<file path="src/rtl/multdiv_pkg.sv">
// rtl/multdiv_pkg.sv - shared types and constants for the iterative multiply/divide unit
package multdiv_pkg;

  localparam int WIDTH = 32;
  localparam int STEPS = 32;
  localparam logic [WIDTH-1:0] INT_MIN = 32'h8000_0000;

  typedef enum logic [1:0] {
    IDLE = 2'd0,
    MUL  = 2'd1,
    DIV  = 2'd2,
    DONE = 2'd3
  } state_e;

  typedef enum logic {
    OP_MUL = 1'b0,
    OP_DIV = 1'b1
  } op_e;

endpackage

</file>
<file path="src/rtl/multdiv_unit_div_step.sv">
// rtl/multdiv_unit_div_step.sv - one restoring-division step: shift, trial subtract, restore
module div_step #(
  parameter int WIDTH = 32
) (
  input  logic [WIDTH-1:0] rem_i,
  input  logic [WIDTH-1:0] quo_i,
  input  logic [WIDTH-1:0] divisor_i,
  output logic [WIDTH-1:0] rem_o,
  output logic [WIDTH-1:0] quo_o
);

  logic [WIDTH:0] shifted;
  logic [WIDTH:0] trial;

  // The partial remainder stays below the divisor, so WIDTH+1 bits hold the shifted value
  // and the top bit of the trial difference acts as the borrow.
  assign shifted = {rem_i, quo_i[WIDTH-1]};
  assign trial   = shifted - {1'b0, divisor_i};

  always_comb begin
    rem_o = shifted[WIDTH-1:0];
    quo_o = {quo_i[WIDTH-2:0], 1'b0};
    if (!trial[WIDTH]) begin
      rem_o = trial[WIDTH-1:0];
      quo_o = {quo_i[WIDTH-2:0], 1'b1};
    end
  end

endmodule

</file>
<file path="src/rtl/multdiv_unit.sv">
// rtl/multdiv_unit.sv - 32-cycle signed Booth multiplier / restoring divider for the execute stage
module multdiv_unit
  import multdiv_pkg::*;
#(
  parameter int WIDTH = multdiv_pkg::WIDTH,
  parameter int STEPS = multdiv_pkg::STEPS
) (
  input  logic             clock,
  input  logic             reset,
  input  logic             ctrl_MULT,
  input  logic             ctrl_DIV,
  input  logic [WIDTH-1:0] data_operandA,
  input  logic [WIDTH-1:0] data_operandB,
  input  logic [4:0]       tag_in,
  output logic [WIDTH-1:0] data_result,
  output logic             data_exception,
  output logic             data_resultRDY,
  output logic             busy,
  output logic [4:0]       tag_out
);

  localparam int CW = $clog2(STEPS);

  state_e           state_q, state_d;
  logic [CW-1:0]    cnt_q, cnt_d;
  logic [4:0]       tag_q, tag_d;
  // Booth accumulator carries one guard bit so that subtracting INT_MIN cannot overflow.
  logic [WIDTH:0]   acc_q, acc_d;
  logic [WIDTH-1:0] mq_q, mq_d;
  logic             q1_q, q1_d;
  logic [WIDTH-1:0] mcand_q, mcand_d;
  logic [WIDTH-1:0] rem_q, rem_d;
  logic [WIDTH-1:0] quo_q, quo_d;
  logic [WIDTH-1:0] dvsr_q, dvsr_d;
  logic             neg_q, neg_d;
  logic             dzero_q, dzero_d;
  logic             dovf_q, dovf_d;
  logic [WIDTH-1:0] result_q, result_d;
  logic             exc_q, exc_d;
  logic             rdy_q, rdy_d;
  logic [4:0]       tag_out_q, tag_out_d;

  logic             start;
  op_e              start_op;
  logic             last_step;
  logic [WIDTH:0]   booth_sum;
  logic [WIDTH:0]   acc_n;
  logic [WIDTH-1:0] mq_n;
  logic [2*WIDTH-1:0] mul_prod;
  logic             mul_ovf;
  logic [WIDTH-1:0] rem_n, quo_n;
  logic [WIDTH-1:0] div_res;
  logic [WIDTH-1:0] a_abs, b_abs;

  assign start     = ctrl_MULT | ctrl_DIV;
  assign start_op  = ctrl_MULT ? OP_MUL : OP_DIV;
  assign last_step = (cnt_q == CW'(STEPS - 1));

  assign a_abs = data_operandA[WIDTH-1] ? (~data_operandA + 1'b1) : data_operandA;
  assign b_abs = data_operandB[WIDTH-1] ? (~data_operandB + 1'b1) : data_operandB;

  always_comb begin
    booth_sum = acc_q;
    case ({mq_q[0], q1_q})
      2'b01:   booth_sum = acc_q + {mcand_q[WIDTH-1], mcand_q};
      2'b10:   booth_sum = acc_q - {mcand_q[WIDTH-1], mcand_q};
      default: booth_sum = acc_q;
    endcase
  end

  assign acc_n    = {booth_sum[WIDTH], booth_sum[WIDTH:1]};
  assign mq_n     = {booth_sum[0], mq_q[WIDTH-1:1]};
  assign mul_prod = {acc_n[WIDTH-1:0], mq_n};
  assign mul_ovf  = (mul_prod[2*WIDTH-1:WIDTH] != {WIDTH{mul_prod[WIDTH-1]}});

  div_step #(.WIDTH(WIDTH)) u_div_step (
    .rem_i     (rem_q),
    .quo_i     (quo_q),
    .divisor_i (dvsr_q),
    .rem_o     (rem_n),
    .quo_o     (quo_n)
  );

  assign div_res = neg_q ? (~quo_n + 1'b1) : quo_n;

  always_comb begin
    state_d   = state_q;
    cnt_d     = cnt_q;
    tag_d     = tag_q;
    acc_d     = acc_q;
    mq_d      = mq_q;
    q1_d      = q1_q;
    mcand_d   = mcand_q;
    rem_d     = rem_q;
    quo_d     = quo_q;
    dvsr_d    = dvsr_q;
    neg_d     = neg_q;
    dzero_d   = dzero_q;
    dovf_d    = dovf_q;
    result_d  = result_q;
    exc_d     = exc_q;
    rdy_d     = 1'b0;
    tag_out_d = tag_out_q;

    if (start) begin
      cnt_d = '0;
      tag_d = tag_in;
      if (start_op == OP_MUL) begin
        state_d = MUL;
        acc_d   = '0;
        mq_d    = data_operandB;
        q1_d    = 1'b0;
        mcand_d = data_operandA;
      end else begin
        state_d = DIV;
        rem_d   = '0;
        quo_d   = a_abs;
        dvsr_d  = b_abs;
        neg_d   = data_operandA[WIDTH-1] ^ data_operandB[WIDTH-1];
        dzero_d = (data_operandB == '0);
        dovf_d  = (data_operandA == INT_MIN) && (data_operandB == {WIDTH{1'b1}});
      end
    end else begin
      case (state_q)
        MUL: begin
          acc_d = acc_n;
          mq_d  = mq_n;
          q1_d  = mq_q[0];
          cnt_d = cnt_q + 1'b1;
          if (last_step) begin
            state_d   = DONE;
            cnt_d     = '0;
            result_d  = mul_prod[WIDTH-1:0];
            exc_d     = mul_ovf;
            rdy_d     = 1'b1;
            tag_out_d = tag_q;
          end
        end
        DIV: begin
          rem_d = rem_n;
          quo_d = quo_n;
          cnt_d = cnt_q + 1'b1;
          if (last_step) begin
            state_d   = DONE;
            cnt_d     = '0;
            result_d  = dzero_q ? '0 : div_res;
            exc_d     = dzero_q | dovf_q;
            rdy_d     = 1'b1;
            tag_out_d = tag_q;
          end
        end
        DONE:    state_d = IDLE;
        default: state_d = IDLE;
      endcase
    end
  end

  always_ff @(posedge clock or posedge reset) begin
    if (reset) begin
      state_q   <= IDLE;
      cnt_q     <= '0;
      tag_q     <= '0;
      acc_q     <= '0;
      mq_q      <= '0;
      q1_q      <= 1'b0;
      mcand_q   <= '0;
      rem_q     <= '0;
      quo_q     <= '0;
      dvsr_q    <= '0;
      neg_q     <= 1'b0;
      dzero_q   <= 1'b0;
      dovf_q    <= 1'b0;
      result_q  <= '0;
      exc_q     <= 1'b0;
      rdy_q     <= 1'b0;
      tag_out_q <= '0;
    end else begin
      state_q   <= state_d;
      cnt_q     <= cnt_d;
      tag_q     <= tag_d;
      acc_q     <= acc_d;
      mq_q      <= mq_d;
      q1_q      <= q1_d;
      mcand_q   <= mcand_d;
      rem_q     <= rem_d;
      quo_q     <= quo_d;
      dvsr_q    <= dvsr_d;
      neg_q     <= neg_d;
      dzero_q   <= dzero_d;
      dovf_q    <= dovf_d;
      result_q  <= result_d;
      exc_q     <= exc_d;
      rdy_q     <= rdy_d;
      tag_out_q <= tag_out_d;
    end
  end

  // The start term lets the pipeline stall in the very cycle the operation is issued.
  assign busy           = start | (state_q == MUL) | (state_q == DIV);
  assign data_result    = result_q;
  assign data_exception = exc_q;
  assign data_resultRDY = rdy_q;
  assign tag_out        = tag_out_q;

endmodule

</file>
<file path="config.mk">
export PLATFORM = sky130hd
export DESIGN_NAME = multdiv_unit
export DESIGN_NICKNAME = d
export VERILOG_FILES = /design/src/rtl/multdiv_pkg.sv /design/src/rtl/multdiv_unit_div_step.sv /design/src/rtl/multdiv_unit.sv
export SDC_FILE = /design/constraint.sdc
export NUM_CORES = 1
export LEC_CHECK = 0
export CAP_MARGIN = 20
export CELL_PAD_IN_SITES_DETAIL_PLACEMENT = 1
export CELL_PAD_IN_SITES_GLOBAL_PLACEMENT = 1
export CORE_ASPECT_RATIO = 2
export CORE_UTILIZATION = 52
export DETAILED_ROUTE_END_ITERATION = 10
export DONT_BUFFER_PORTS = 1
export PLACE_DENSITY_LB_ADDON = 0.1
export SYNTH_ARGS = -nofsm -noshare
export SYNTH_HDL_FRONTEND = slang
export SYNTH_HIERARCHICAL = 1
export SYNTH_SLANG_ARGS = --single-unit
</file>
<file path="constraint.sdc">
create_clock -name clock -period 20.6 [get_ports clock]
set_input_delay 3.09 -clock clock [delete_from_list [all_inputs] [get_ports clock]]
set_output_delay 3.09 -clock clock [all_outputs]
set_load 0.1 [all_outputs]
</file>
Word level (Yosys, flattened, before mapping)
Cells that the tools add are included.
{"block": "op_classes", "addsub": 7, "eq_ne": 13, "n_mux": 38, "bitwise_logic": 10, "reduce_logical": 13}
{"cell": "$mux 32", "n": 16}
{"cell": "$mux 33", "n": 3}
{"cell": "$add 32x1->32 const B", "n": 3}
{"cell": "$not 32->32", "n": 3}
{"cell": "$pmux 33 s2", "n": 1}
{"cell": "$eq 32x32->1 const B", "n": 2}
{"cell": "$pmux 32 s2", "n": 1}
{"cell": "$add 33x33->33", "n": 1}
{"cell": "$sub 33x32->33", "n": 1}
{"cell": "$sub 33x33->33", "n": 1}
{"cell": "$logic_not 32->1", "n": 1}
{"cell": "$ne 32x32->1", "n": 1}
{"cell": "$mux 5", "n": 3}
{"cell": "$mux 1", "n": 9}
{"cell": "$mux 2", "n": 4}
{"cell": "$ne 2x2->1 const B", "n": 4}
{"cell": "$reduce_and 2->1", "n": 4}
{"cell": "$reduce_bool 2->1", "n": 4}
{"cell": "$add 5x1->5 const B", "n": 1}
{"cell": "$eq 5x5->1 const B", "n": 1}
{"cell": "$eq 2x1->1 const B", "n": 2}
{"cell": "$eq 2x2->1 const B", "n": 2}
{"cell": "$or 1x1->1", "n": 4}
{"cell": "$reduce_and 4->1", "n": 1}
{"cell": "other kinds (7)", "n": 8}
{"block": "totals", "regBits": 248, "input_bits": 73, "out_inout_bits": 40, "wordCells": 98}

Depth between registers and ports, before layout
Gate-level depths: netlist of the first run.
{"block": "logic_depth", "ltp_word": 8, "depth_mapped": 25}

Hierarchy
The synthesis of the first run kept the hierarchy.
{"module": "multdiv_unit", "n_inst": 1, "cells_per_inst": 1767, "area_per_inst_um2": 15183.3, "seq_area_each_um2": 6180.9}
{"module": "div_step", "n_inst": 1, "cells_per_inst": 342, "area_per_inst_um2": 2488.6, "seq_area_each_um2": 0.0}

Least setup slack after synthesis of the first run
No wires, ideal clock.
{"block": "synth_path", "path_kind": "input to output", "startpoint": "in ctrl_DIV", "endpoint": "out busy", "arrival_time_ps": 4230, "setup_slack_ps": 13280, "stages": 3, "n_path_buf": 1, "path_cell_list": "nor2_1 > clkbuf_1 > nand2_1"}
{"block": "synth_between", "elab_chain_len": 3}
{"item": "from (decl)", "line_no": "multdiv_unit.sv:11", "rtl": "input logic ctrl_DIV,"}
{"item": "$or 1x1->1", "line_no": "multdiv_unit.sv:55", "rtl": "assign start = ctrl_MULT | ctrl_DIV;"}
{"item": "$or 1x1->1 (2 in a row)", "line_no": "multdiv_unit.sv:199", "rtl": "assign busy = start | (state_q == MUL) | (state_q == DIV);"}
{"item": "to (decl)", "line_no": "multdiv_unit.sv:18", "rtl": "output logic busy,"}
Every way passes these cells.

Worst setup path in the final report of the first run
{"block": "layout_path", "startpoint": "in ctrl_MULT", "endpoint": "out busy"}
{"block": "layout_between", "elab_chain_len": 3}
{"item": "from (decl)", "line_no": "multdiv_unit.sv:10", "rtl": "input logic ctrl_MULT,"}
{"item": "$or 1x1->1", "line_no": "multdiv_unit.sv:55"}
{"item": "$or 1x1->1 (2 in a row)", "line_no": "multdiv_unit.sv:199"}
Every way passes these cells.

==> results of run 1 <==
-- metrics by stage --
step	hold slack [ns]	worst slack [ns]	utilization [%]	std cells	area, µm²
finish	0.470	13.66	55.3	2457	18500
global route	0.494	13.68	55.3	2457	18500
CTS	0.472	13.68	55.2	2456	18500
detailed placement	0.456	13.68	52.8	2413	17700
global placement	0.445	13.69	52.8	2413	17700
floorplan	0.433	10.72	-	2109	17700
-- routing by layer --
layer  vias up  global-route usage, %  part of all wire, %
li1       7268                      -                    -
met1      7847                   32.2                   33
met2       360                   67.6                   55
met3       208                   4.69                  3.6
met4         0                   25.9                  8.1
met5         -                      0                    0
-- cell type report --
class | count | area, µm²
clock inverter | 10 | 131
clock buffer | 33 | 696
inverter | 71 | 274
sequential | 247 | 6180
tap | 436 | 546
fill | 4061 | 15000
multi-input combinational | 1640 | 10500
timing repair buffer | 20 | 170
-- tightest hold or removal path: cells and delay by family, from the launching register on --
kind,cells,cell delay [ns]
AND/OR/NAND/NOR,2,0.10
flip-flops,1,0.34
-- Yosys cell counts, drive strengths merged (10+ instances only) --
cell and count:
dfrtp 247, or4 15, a31oi 47, nor2b 45
nor3 39, a21oi 132, o41ai 16, nand3 52
o2111ai 11, a22oi 20, and2 13, a21o 31
nor4 12, and3 18, nor2 136, xor2 52
buf 45, nand2b 17, xnor2 106, nand4 22
mux2i 14, o31ai 35, mux2 56, clkbuf 104
ha 74, nand2 295, or3 23, inv 70
o21ai 204, a22o 34, o211ai 10
-- cells in the final DEF (no fill, tap or decap), types with 10 or more instances in the layout --
cell and count:
a22o_1 34, o31ai_1 33, inv_1 68, nor3_1 38, nor2b_1 44, buf_4 19
clkbuf_16 25, nand2b_1 16, a21o_1 31, xor2_1 52, and2_1 12, mux2_2 35
a21oi_1 131, a22oi_1 20, o41ai_1 14, and3_1 18, o21ai_1 14, o211ai_1 10
a31oi_1 47, nand2_1 293, dfrtp_1 247, xnor2_1 106, mux2i_1 14, nor2_1 134
nand3_1 51, mux2_4 19, ha_1 72, or4_1 12, or3_1 23, nand4_1 22
o21ai_0 188, o2111ai_1 11, nor4_1 12
-- worst max-delay path by stage --
stage,to,from
CTS,busy,ctrl_MULT
detailed placement,busy,ctrl_MULT
global route,busy,ctrl_MULT
floorplan,acc_q[0]$_DFFE_PP0P_,reset
finish,busy,ctrl_MULT
global placement,busy,ctrl_MULT
-- flip-flops by register name, summed over array words and instances, names as in the netlist, 2 cells and up --
register / cells
mcand_q: 32
tag_out: 5
cnt_q: 5
dvsr_q: 32
tag_q: 5
mq_q: 32
data_result: 32
acc_q: 32
state_q: 2
rem_q: 32
quo_q: 32
-- logic make-up (layout without fill, tap and decap cells) --
logic type	after synthesis	count (layout)	synth area share, %
and+or+nand+nor	723	723	19.5
muxes	70	70	4.76
AOI/OAI and AO/OA	613	613	21.9
adders and majority gates	76	76	5.47
DFF	247	247	35.0
buffers and inverters	222	134	5.59
xor gates and xnor gates	158	158	7.83
-- power by group --
part	switching (µW)	internal, µW	leakage, µW
logic	307	193	0.00454
registers	258	548	0.00311
clock network	205	274	0.000408
==> flow_summary.ini, run 1 <==
[status]
status = finished, final reports clean

[critical_path]
path_max_fanout = 67
path_depth = 2
worstPathRequired_ns = 17.51
path_class = in2out
max_stage_delay_ns = 0.68
crit_chain = nor2_4, nand2_1
r2r_setup_slack_ns = 14.14
crit_path_start_kind = primary input
cp_top_family = simple AND/OR/NAND/NOR gates
critPathCaptureType = primary output
arrival_ns = 3.85
timing.rr.start = quo_q[31]$_DFFE_PP0P_
reg2reg_depth = 24
crit_slowest_cell = nand2_1
timing.rr.end = data_result[30]$_DFFE_PP0P_
path_buf_inv = 0

[clock_tree]
cts_max_level = 1
postCtsSetupBuffers = 0
cts-hold-fix-buffers = 0
cts_tree = done
cts_sinks = 247
ctsResizeCount = 0
clk_path_buf_depth = 3
cts-root-buf = clkbuf_16
clk_pin_slew_ns = 0.06
clkLatencyLatePin_ns = 0.55
numCtsBuffers = 25

[die]
die_w_um = 132
boundaryPins = 113
start_util_pct = 52.7
die_h_um = 263
die_area_um2 = 34800
core_area_um2 = 33500
rows = 95

[power_and_ir_drop]
vdd_drop_max_v = 0.0000570
p_leak_uw = 0.00805
power.total_uw = 1780
cellPowerDensity_nw_per_um2 = 96.2

[routing]
drc = 0
firstDrtPassIters = 4
antenna_left = 0
wl_per_cell_um = 24.4
wirelength_um = 59800
vias_per_cell = 6.38
drtIter0Drc = 537
dr_total_vias = 15683

[synth]
synth_edf_count = 0
yosysSeqAreaShare_pct = 35.0
ys_warn_count = 6
synthArstFlopShare_pct = 100
synth_fp_nets = 2258
dominantRegCellSynth = dfrtp_1
synth_cell_type_count = 85
synth_area_um2 = 17700
ys_top_cells_by_area = dfrtp_1 35%, nand2_1 6.2%, o21ai_0 5.4%, xnor2_1 5.3%, ha_1 5.2%
syn_avg_cell_area_um2 = 8.38
synthDominantCellAreaShare_pct = 35.0
synthCells = 2109
netlist.top_cell.by_area = dfrtp_1
synth-seq-cells = 247

[min_path]
hp-class = reg2reg
min-delay-start = tag_q[0]$_DFFE_PP0N_
hold_path_depth = 2
worstHoldEndpoint = tag_q[0]$_DFFE_PP0N_

[finish]
drive_gt1_share_pct = 7.47
syn2layout_area_growth_pct = 4.92
n_antenna_cell = 0
final_net_count = 2154

[sta]
max_clock_freq_ghz = 0.144
min_period_over_period_pct = 33.7
finClkSkew_ns = 0.00668
final-setup-viol-count = 0
timing.setup.tns_ns = 0
relSlewSlack_pct = 31.1
final_max_slew_viol_count = 0
tightest_slew_ns = 1.03
hold_viol_final = 0
rsz0062_at_grt = no
fin_crit_ns = 6.94

[global_route]
antenna_found_initial = 0
grt_max_degree = 111
grt_pass1_wl_um = 94400
gr-total-overflow = 0
grt_use_total_pct = 34.8
grt_pass1_vias = 17218

[flow_run]
drv_cap = 0

[placement]
gp_congestion = 0.939
dp_hpwl_um = 45300
io_buffers = 0
Note: power is estimated with default switching activity, not from simulation.
==> run 2: changes to the inputs <==
--- a/config.mk
+++ b/config.mk
@@ -9,7 +9,7 @@
 export CELL_PAD_IN_SITES_DETAIL_PLACEMENT = 1
 export CELL_PAD_IN_SITES_GLOBAL_PLACEMENT = 1
 export CORE_ASPECT_RATIO = 2
-export CORE_UTILIZATION = 52
+export CORE_UTILIZATION = 45
 export DETAILED_ROUTE_END_ITERATION = 10
 export DONT_BUFFER_PORTS = 1
 export PLACE_DENSITY_LB_ADDON = 0.1
==> constraint.sdc (replaced) <==
create_clock -name clock -period 6.05 [get_ports clock]
set_input_delay 0.9075 -clock clock [delete_from_list [all_inputs] [get_ports clock]]
set_output_delay 0.9075 -clock clock [all_outputs]
set_load 0.1 [all_outputs]
==> flow_summary.ini, run 2 (synthesis results as in run 1) <==
[status]
status = finished, final reports clean

[global_route]
antenna_found_initial = 0
grt_max_degree = 150
grt_use_met1_pct = 28.1
grt_use_met3_pct = 4.88
grt_use_total_pct = 31.9
grt_pass1_vias = 16918
use_met2_pct = 64.3
top_usage_layer = met2
gr-total-overflow = 0
grt_pass1_wl_um = 96700

[routing]
dr_total_vias = 15680
vias_per_cell = 6.15
drtIter0Drc = 486
wl_per_cell_um = 24.8
drc = 0
wirelength_um = 63200
firstDrtPassIters = 4
antenna_left = 0

[clock_tree]
clk_pin_slew_ns = 0.07
cts_max_level = 1
postCtsSetupBuffers = 0
clk_path_buf_depth = 3
numCtsBuffers = 26
cts_tree = done
cts-root-buf = clkbuf_16
cts-hold-fix-buffers = 0
clkLatencyLatePin_ns = 0.56
cts_sinks = 247

[critical_path]
crit_slowest_cell = or4_1
path_max_fanout = 9
crit_chain = or4_1, nor4_1, nand3_1, nor2_1, nor2_1, xnor2_1, ha_1, a21oi_1, nor2_1, a2111oi_1, o21bai_1, o21ai_0, a21boi_0, o31ai_1, a41oi_1, a2111oi_0, a21oi_1
max_stage_delay_ns = 0.59
crit_path_start_kind = register
path_class = reg2reg
timing.rr.end = data_exception$_DFFE_PP0P_
r2r_setup_slack_ns = 0.49
cpMostUsedCell = nor2_1
arrival_ns = 5.99
reg2reg_depth = 17
timing.rr.start = mcand_q[11]$_DFFE_PP0P_
worstPathRequired_ns = 6.48
critPathCaptureType = register

[sta]
relSlewSlack_pct = 30.5
min_period_over_period_pct = 92.0
fin_crit_ns = 5.56
tightest_slew_ns = 1.04
final-setup-viol-count = 0
finClkSkew_ns = 0.0191
hold_viol_final = 0
timing.setup.tns_ns = 0
max_clock_freq_ghz = 0.180
final_max_slew_viol_count = 0
rsz0062_at_grt = no

[power_and_ir_drop]
p_leak_uw = 0.00815
cellPowerDensity_nw_per_um2 = 339
vdd_drop_max_v = 0.000263
power.total_uw = 6390

[placement]
gp_congestion = 0.925
io_buffers = 0
dp_hpwl_um = 47800

[finish]
n_antenna_cell = 0
final_net_count = 2161
syn2layout_area_growth_pct = 6.69
layout_common_cells = 293 x nand2_1, 247 x dfrtp_1, 188 x o21ai_0
drive_gt1_share_pct = 7.89
layout_commonest_cell = nand2_1

[die]
core_area_um2 = 38700
die_w_um = 142
rows = 102
start_util_pct = 45.7
boundaryPins = 113
die_h_um = 282
die_area_um2 = 40100

[flow_run]
drv_cap = 0

[min_path]
hp-class = in2async
[run 2: where the power goes]
part / internal [µW] / leakage [µW] / total [µW] / switching (µW)
clock network: 1200 / 0.000483 / 1920 / 725
registers: 1870 / 0.00311 / 2740 / 876
logic: 660 / 0.00456 / 1730 / 1070
[run 2: area by class of cell]
cell class | count | area, µm²
fill | 4606 | 19800
multi-input combinational | 1640 | 10500
sequential | 247 | 6180
tap | 520 | 651
clock inverter | 10 | 253
inverter | 71 | 270
timing repair buffer | 26 | 208
clock buffer | 35 | 746
[run 2: critical path: cells and delay by family, from the launching register on]
kind / cells / cell delay, ns
AOI/OAI and AO/OA: 9 / 2.87
adders and majority gates: 1 / 0.39
and+or+nand+nor: 6 / 1.64
DFF: 1 / 0.41
xor gates and xnor gates: 1 / 0.14
[run 2: worst max path at each step]
stage	startpoint	cells after the start	end
after floorplan	quo_q[31]$_DFFE_PP0P_	25	data_result[28]$_DFFE_PP0P_
after global placement	mcand_q[12]$_DFFE_PP0P_	18	data_exception$_DFFE_PP0P_
after detailed placement	mcand_q[11]$_DFFE_PP0P_	17	data_exception$_DFFE_PP0P_
after CTS	mcand_q[11]$_DFFE_PP0P_	17	data_exception$_DFFE_PP0P_
after global routing	mcand_q[11]$_DFFE_PP0P_	17	data_exception$_DFFE_PP0P_
final	mcand_q[11]$_DFFE_PP0P_	17	data_exception$_DFFE_PP0P_
[run 2: layer usage]
metal	wire length [µm]	up-vias
met1	20200	7857
met5	0	-
met4	4760	0
met2	35700	352
met3	2570	192
li1	-	7279
[run 2: stage by stage]
step | util [%] | instances | worst slack [ns] | hold WS, ns | cell area, µm²
2_1_floorplan | - | 2109 | 1.05 | 0.433 | 17700
3_3_place_gp | 46.2 | 2504 | 0.660 | 0.447 | 17900
3_5_place_dp | 46.2 | 2504 | 0.471 | 0.467 | 17900
4_1_cts | 48.8 | 2549 | 0.434 | 0.252 | 18900
5_1_grt | 48.8 | 2549 | 0.00119 | 0.280 | 18900
6_report | 48.8 | 2549 | 0.486 | 0.261 | 18900
[run 2: repair_timing]
| item | 4_1_cts | 5_1_grt |
|---|---|---|
| resized for setup | 0 | 1 |
| hold endpoints to repair | 0 | 0 |
| endpoints found under the setup margin | 0 | 1 |
==> run 3: changes to the inputs <==
--- a/config.mk
+++ b/config.mk
@@ -5,7 +5,6 @@
 export SDC_FILE = /design/constraint.sdc
 export NUM_CORES = 1
 export LEC_CHECK = 0
-export CAP_MARGIN = 20
 export CELL_PAD_IN_SITES_DETAIL_PLACEMENT = 1
 export CELL_PAD_IN_SITES_GLOBAL_PLACEMENT = 1
 export CORE_ASPECT_RATIO = 2
==> results of run 3 <==
No change in the layout: final DEF, timing and power equal those of run 2.
